===== config.mk =====
export PLATFORM = sky130hd
export DESIGN_NAME = t07_mem_arbiter
export DESIGN_NICKNAME = d
export VERILOG_FILES = /design/src/rtl/t07_mem_arbiter.sv
export SDC_FILE = /design/constraint.sdc
export NUM_CORES = 1
export LEC_CHECK = 0
export CAP_MARGIN = 20
export CORE_MARGIN = 5
export CORE_UTILIZATION = 30
export CTS_CLUSTER_DIAMETER = 60
export DETAILED_ROUTE_END_ITERATION = 8
export MAX_ROUTING_LAYER = met4
export PLACE_DENSITY_LB_ADDON = 0.15
export SYNTH_ARGS = -nofsm -noshare
export SYNTH_HDL_FRONTEND = slang
export SYNTH_SLANG_ARGS = --single-unit

===== constraint.sdc =====
create_clock -name clk -period 3.2 [get_ports clk]
set_input_delay 0.32 -clock clk [delete_from_list [all_inputs] [get_ports clk]]
set_output_delay 0.32 -clock clk [all_outputs]
set_load 0.01 [all_outputs]

===== src/rtl/t07_mem_arbiter.sv =====
// Purpose : two-requester (fetch / data) arbiter in front of one Wishbone manager, one transaction at a time.
// Latency : 4 cycles minimum from grant to ack (IDLE, ISSUE, WAIT_START, WAIT_DONE). The ack is registered
//           and is visible in the IDLE cycle that follows.
// Backpr. : requesters hold req until their ack. busy_o stalls WAIT_START/WAIT_DONE. After 16 cycles with no
//           busy_o seen, WAIT_START gives up and moves on.
//
// Ports
//   clk, nrst                      clock, async active-low reset
//   fetch_req/addr -> fetch_ack/data   instruction side, read-only
//   data_req/we/addr/wdata -> data_ack/rdata   load/store side
//   read, write, addr_out, writeData_out, ExtData_in, busy_o   Wishbone manager side
//   arb_busy                       high whenever a transaction is in flight (FSM not IDLE)

module t07_mem_arbiter #(
  parameter int unsigned STARVE_LIMIT = 4,
  parameter logic [7:0]  BASE_HI      = 8'h33
) (
  input  logic        clk,
  input  logic        nrst,
  // instruction fetch port
  input  logic        fetch_req,
  input  logic [31:0] fetch_addr,
  output logic        fetch_ack,
  output logic [31:0] fetch_data,
  // load/store port
  input  logic        data_req,
  input  logic        data_we,
  input  logic [31:0] data_addr,
  input  logic [31:0] data_wdata,
  output logic        data_ack,
  output logic [31:0] data_rdata,
  // Wishbone manager side
  output logic        read,
  output logic        write,
  output logic [31:0] addr_out,
  output logic [31:0] writeData_out,
  input  logic [31:0] ExtData_in,
  input  logic        busy_o,
  // status
  output logic        arb_busy
);

  typedef enum logic [1:0] {
    IDLE       = 2'd0,
    ISSUE      = 2'd1,
    WAIT_START = 2'd2,
    WAIT_DONE  = 2'd3
  } state_t;

  typedef enum logic {
    OWN_FETCH = 1'b0,
    OWN_DATA  = 1'b1
  } owner_t;

  localparam logic [2:0] STARVE_LIM3  = 3'(STARVE_LIMIT);
  localparam logic [3:0] WAIT_TIMEOUT = 4'd15;

  state_t     state;
  owner_t     owner;
  logic       lat_we;
  logic [2:0] starve_cnt;
  logic [3:0] wait_cnt;

  logic       starved;
  logic       grant_fetch;
  logic       grant_data;

  // The upper address byte is replaced by BASE_HI, so the requesters' top bytes are never used.
  logic       unused_addr_hi;
  assign unused_addr_hi = ^{fetch_addr[31:24], data_addr[31:24]};

  assign starved = (starve_cnt == STARVE_LIM3);

  // Arbitration happens only in an IDLE cycle that is not also an ack cycle. The requester that has
  // just been acked is still holding its request during the ack cycle. Granting then would reissue
  // a transaction that has already completed.
  always_comb begin
    grant_fetch = 1'b0;
    grant_data  = 1'b0;
    if (state == IDLE && !fetch_ack && !data_ack) begin
      if (data_req && !(fetch_req && starved)) begin
        grant_data = 1'b1;
      end else if (fetch_req) begin
        grant_fetch = 1'b1;
      end
    end
  end

  always_ff @(posedge clk or negedge nrst) begin
    if (!nrst) begin
      state         <= IDLE;
      owner         <= OWN_FETCH;
      lat_we        <= 1'b0;
      starve_cnt    <= 3'd0;
      wait_cnt      <= 4'd0;
      fetch_ack     <= 1'b0;
      fetch_data    <= 32'd0;
      data_ack      <= 1'b0;
      data_rdata    <= 32'd0;
      read          <= 1'b0;
      write         <= 1'b0;
      addr_out      <= 32'd0;
      writeData_out <= 32'd0;
      arb_busy      <= 1'b0;
    end else begin
      // Strobes and acks are single-cycle pulses. They default low and are raised only by the state that owns them.
      fetch_ack <= 1'b0;
      data_ack  <= 1'b0;
      read      <= 1'b0;
      write     <= 1'b0;

      case (state)
        IDLE: begin
          if (grant_data) begin
            owner         <= OWN_DATA;
            lat_we        <= data_we;
            addr_out      <= {BASE_HI, data_addr[23:0]};
            writeData_out <= data_we ? data_wdata : 32'd0;
            read          <= !data_we;
            write         <= data_we;
            arb_busy      <= 1'b1;
            state         <= ISSUE;
            // Only a data grant that beats a waiting fetch counts toward starvation.
            if (fetch_req) begin
              if (starve_cnt != 3'd7) begin
                starve_cnt <= starve_cnt + 3'd1;
              end
            end else begin
              starve_cnt <= 3'd0;
            end
          end else if (grant_fetch) begin
            owner         <= OWN_FETCH;
            lat_we        <= 1'b0;
            addr_out      <= {BASE_HI, fetch_addr[23:0]};
            writeData_out <= 32'd0;
            read          <= 1'b1;
            arb_busy      <= 1'b1;
            starve_cnt    <= 3'd0;
            state         <= ISSUE;
          end else if (!fetch_req) begin
            starve_cnt <= 3'd0;
          end
        end

        ISSUE: begin
          wait_cnt <= 4'd0;
          state    <= WAIT_START;
        end

        // Wait for the manager to take the transaction. If busy_o never rises, its start was missed
        // and the transaction is treated as already done.
        WAIT_START: begin
          if (busy_o || wait_cnt == WAIT_TIMEOUT) begin
            state <= WAIT_DONE;
          end else begin
            wait_cnt <= wait_cnt + 4'd1;
          end
        end

        WAIT_DONE: begin
          if (!busy_o) begin
            if (owner == OWN_FETCH) begin
              fetch_data <= ExtData_in;
              fetch_ack  <= 1'b1;
            end else begin
              data_ack <= 1'b1;
              if (!lat_we) begin
                data_rdata <= ExtData_in;
              end
            end
            addr_out      <= 32'd0;
            writeData_out <= 32'd0;
            arb_busy      <= 1'b0;
            state         <= IDLE;
          end
        end

        default: begin
          state <= IDLE;
        end
      endcase
    end
  end

  // Structural invariants of the handshake.
  ack_exclusive : assert property (@(posedge clk) disable iff (!nrst) !(fetch_ack && data_ack));
  strobe_onehot : assert property (@(posedge clk) disable iff (!nrst) !(read && write));
  strobe_issue  : assert property (@(posedge clk) disable iff (!nrst) (read || write) |-> (state == ISSUE));

endmodule


==> impl_metrics.csv <==
group,metric,value,unit
drt,drt-pass1-iter-count,4,
logic_synthesis,yosys.cell_types.count,34,
floorplanning,io-pin-count,267,
sta,max_clock_freq,0.4321,GHz
sta,fin_tns_setup,0,ns
sta,timing_max_transition_violations_final,0,
finish,ff_latch_area,3403,um2
finish,number_of_inserted_diodes,0,
clock_network,cells_resized_by_post_cts_repair,0,
sta,timing.hold.ws,0.4759,ns
drt,totalWireLength,15.27,mm
clock_network,cts.sink_count,136,
clock_network,cts_buffers,17,
grt,grt_first_pass_wirelength,24.94,mm
finish,fin_util,0.4915,
worst_setup_path,cp_max_fo,15,
finish,layout-drive-gt1-share,0.1719,
worst_setup_path,cp-end-kind,"flip-flop",
clock_network,cts_max_level,4,
floorplanning,initial_utilization,0.3052,
clock_network,worstSkewPairLatency,0.41,ns
drt,detailroute.via_count,4042,
clock_network,number_of_buffers_on_the_longest_clock_path,2,
placed_design,dpl.hpwl,10.89,mm
finish,nNetsFinal,764,
logic_synthesis,synth_area_leader_cell,"sky130_fd_sc_hd__dfrtp_1",
logic_synthesis,synth_common_cells,"sky130_fd_sc_hd__dfrtp_1, sky130_fd_sc_hd__mux2_2, sky130_fd_sc_hd__a22o_1",
grt,globalRouteOverflowTotal,0,
worst_setup_path,critPathKind,"flip-flop to flip-flop",
floorplanning,fp.dieArea,21080,um2
logic_synthesis,synth_edf_count,0,
logic_synthesis,synth_async_sr_flop_share,1.000,
floorplanning,die_width,145.2,um
logic_synthesis,post-synth-top-count-cell,"sky130_fd_sc_hd__dfrtp_1",
logic_synthesis,syn-mean-instance-area,14.70,um2
drt,viasPerCell,4.684,
run_status,result_of_the_run,"finished, final reports clean",
job,maxCapViolCount,0,
worst_setup_path,worst_ep_required_time,3.49,ns
logic_synthesis,synth_ff_type,"sky130_fd_sc_hd__dfrtp_1",
logic_synthesis,synth-seq-cells,136,
clock_network,cts_tree,"yes",
worst_setup_path,critical-path-slowest-cell,"sky130_fd_sc_hd__nand4_2",
logic_synthesis,synthCells,373,
logic_synthesis,ys.warnings.count,0,
power,irDropWorstVdd,462.0,uV
placed_design,gpl.final_weighted_congestion,0.7348,
sta,setup_viol_count_final,0,
sta,relative_slew_margins,0.5162,
drt,drc,0,
logic_synthesis,ys_seq_area_frac,0.6207,
grt,grtUsageTotal,0.1502,
grt,grt_antenna_before_repair,0,
floorplanning,design.core.area,17960,um2
grt,number_of_global_route_vias_before_repair,4565,
sta,max_slew.worst_pin.slew,0.7240,ns
power,power.leakage,3.880,nW
sta,rsz0062_at_grt,"no",
logic_synthesis,total_standard_cell_area_after_synthesis,5483,um2
floorplanning,floorplan.die.height,145.2,um
worst_setup_path,arrival,2.60,ns
sta,hold_viol,0,
placed_design,placement.io_buffers,246,
finish,combined_area_of_the_multi_input_logic_cells,1934,um2
sta,final.min_clock_period,2.314,ns
finish,area.growth.synth_to_final,61.02,%
drt,first_iter_violations,123,
clock_network,postCtsHoldBufs,1,
clock_network,clk_pin_slew_worst_paths,0.06,ns
clock_network,cts.repair_timing.setup_buffer_count,0,
sta,final_min_period_over_clock_period,0.7232,
sta,final.setup_skew,0.01016,ns
floorplanning,placementRows,49,
worst_setup_path,critPathLaunchType,"flip-flop",
worst_setup_path,critical-path-max-stage-delay,0.64,ns
min_path,hp-class,"primary input to asynchronous set/reset pin",
logic_synthesis,post_synth_main_area_contributors,"sky130_fd_sc_hd__dfrtp_1, sky130_fd_sc_hd__mux2_2, sky130_fd_sc_hd__a22o_1",
worst_setup_path,crit_path_cell_trace,"inv_1 > ha_1 > nand4_2 > buf_8 > mux2i_1 > o2bb2ai_1",
power,power.density,939.8,nW/um2
logic_synthesis,synth_top_cell_area_share,0.6207,
drt,antenna_left,0,
grt,grt_max_degree,72,
clock_network,clock-root-buffer,"sky130_fd_sc_hd__clkbuf_16",
drt,route.detailed.wl_per_inst,17.69,um
finish,fill_cells,1572,
path summary, 6_finish.rpt:
path	start	to	slack, ns	cells past startpoint
hold / removal	nrst	writeData_out[24]	0.48	2
setup reg to reg	state[0]	addr_out[18]	0.89	6
min in group clk	addr_out[0]	addr_out[0]	0.49	1
hold reg to reg	addr_out[0]	addr_out[0]	0.49	1
max in group asynchronous	nrst	write	1.96	3
setup / recovery	state[0]	addr_out[18]	0.89	6
routing by layer:
metal | up-vias | routed length (um) | GRT usage
met1 | 2009 | 6091 | 0.1651
met2 | 159 | 7531 | 0.2452
met4 | 0 | 166 | 0.03685
li1 | 1860 | - | -
met3 | 14 | 1481 | 0.07421
met5 | - | 0 | -
registers in the layout, indices dropped and copies added, names as in the netlist:
| name | cells |
|---|---|
| data_rdata | 32 |
| fetch_data | 32 |
| writeData_out | 32 |
| addr_out | 25 |
| wait_cnt | 4 |
| starve_cnt | 3 |
| state | 2 |
| data_ack | 1 |
| fetch_ack | 1 |
| lat_we | 1 |
| owner | 1 |
| read | 1 |
| write | 1 |
cell families (layout without fill, tap and decap cells):
logic type	after synthesis	count (layout)	share of synthesized area
mux	93	93	0.1848
buf+inv	33	291	0.03149
simple gates	34	34	0.03514
flops	136	136	0.6207
other cells	1	4	0.0006840
compound gates	67	67	0.1066
fa+ha+maj	9	9	0.02054
worst max-delay path, delay by kind of cell (launching register included):
family          cells  cell delay [ns]
buf+inv             2             0.53
compound gates      1             0.08
fa+ha+maj           1             0.35
flops               1             0.39
mux                 1             0.20
simple gates        1             0.64
placed cells by master (no fill, tap or decap), types with 5 or more instances in the layout:
master	instances
sky130_fd_sc_hd__clkbuf_16	17
sky130_fd_sc_hd__nand3_1	10
sky130_fd_sc_hd__o2bb2ai_1	24
sky130_fd_sc_hd__buf_4	6
sky130_fd_sc_hd__a22o_1	32
sky130_fd_sc_hd__dfrtp_1	136
sky130_fd_sc_hd__ha_1	9
sky130_fd_sc_hd__mux2i_1	27
sky130_fd_sc_hd__clkdlybuf4s50_1	245
sky130_fd_sc_hd__nand2_1	6
sky130_fd_sc_hd__mux2_2	64
sky130_fd_sc_hd__nor2_1	5
layout make-up:
cell class	instances	area share
Sequential cell	136	0.3855
Timing Repair Buffer	255	0.2893
Multi-Input combinational cell	207	0.2191
Clock buffer	20	0.05060
Tap cell	229	0.03245
Clock inverter	12	0.02140
Inverter	4	0.001701
report_power, final:
| part | internal [mW] | switching, mW |
|---|---|---|
| Clock | 1.34 | 0.769 |
| Combinational | 1.97 | 1.44 |
| Sequential | 2.41 | 0.374 |
stage by stage:
step	instances	area, um2	setup WS, ns	power [mW]
6_report	863	8828	0.8858	8.297
5_1_grt	863	8828	0.6639	8.801
4_1_cts	863	8828	0.8395	8.453
3_5_place_dp	830	8183	0.7195	6.279
3_3_place_gp	829	8168	0.6185	6.181
2_1_floorplan	376	5494	1.427	4.378
Power figures use the tool's default switching activity.
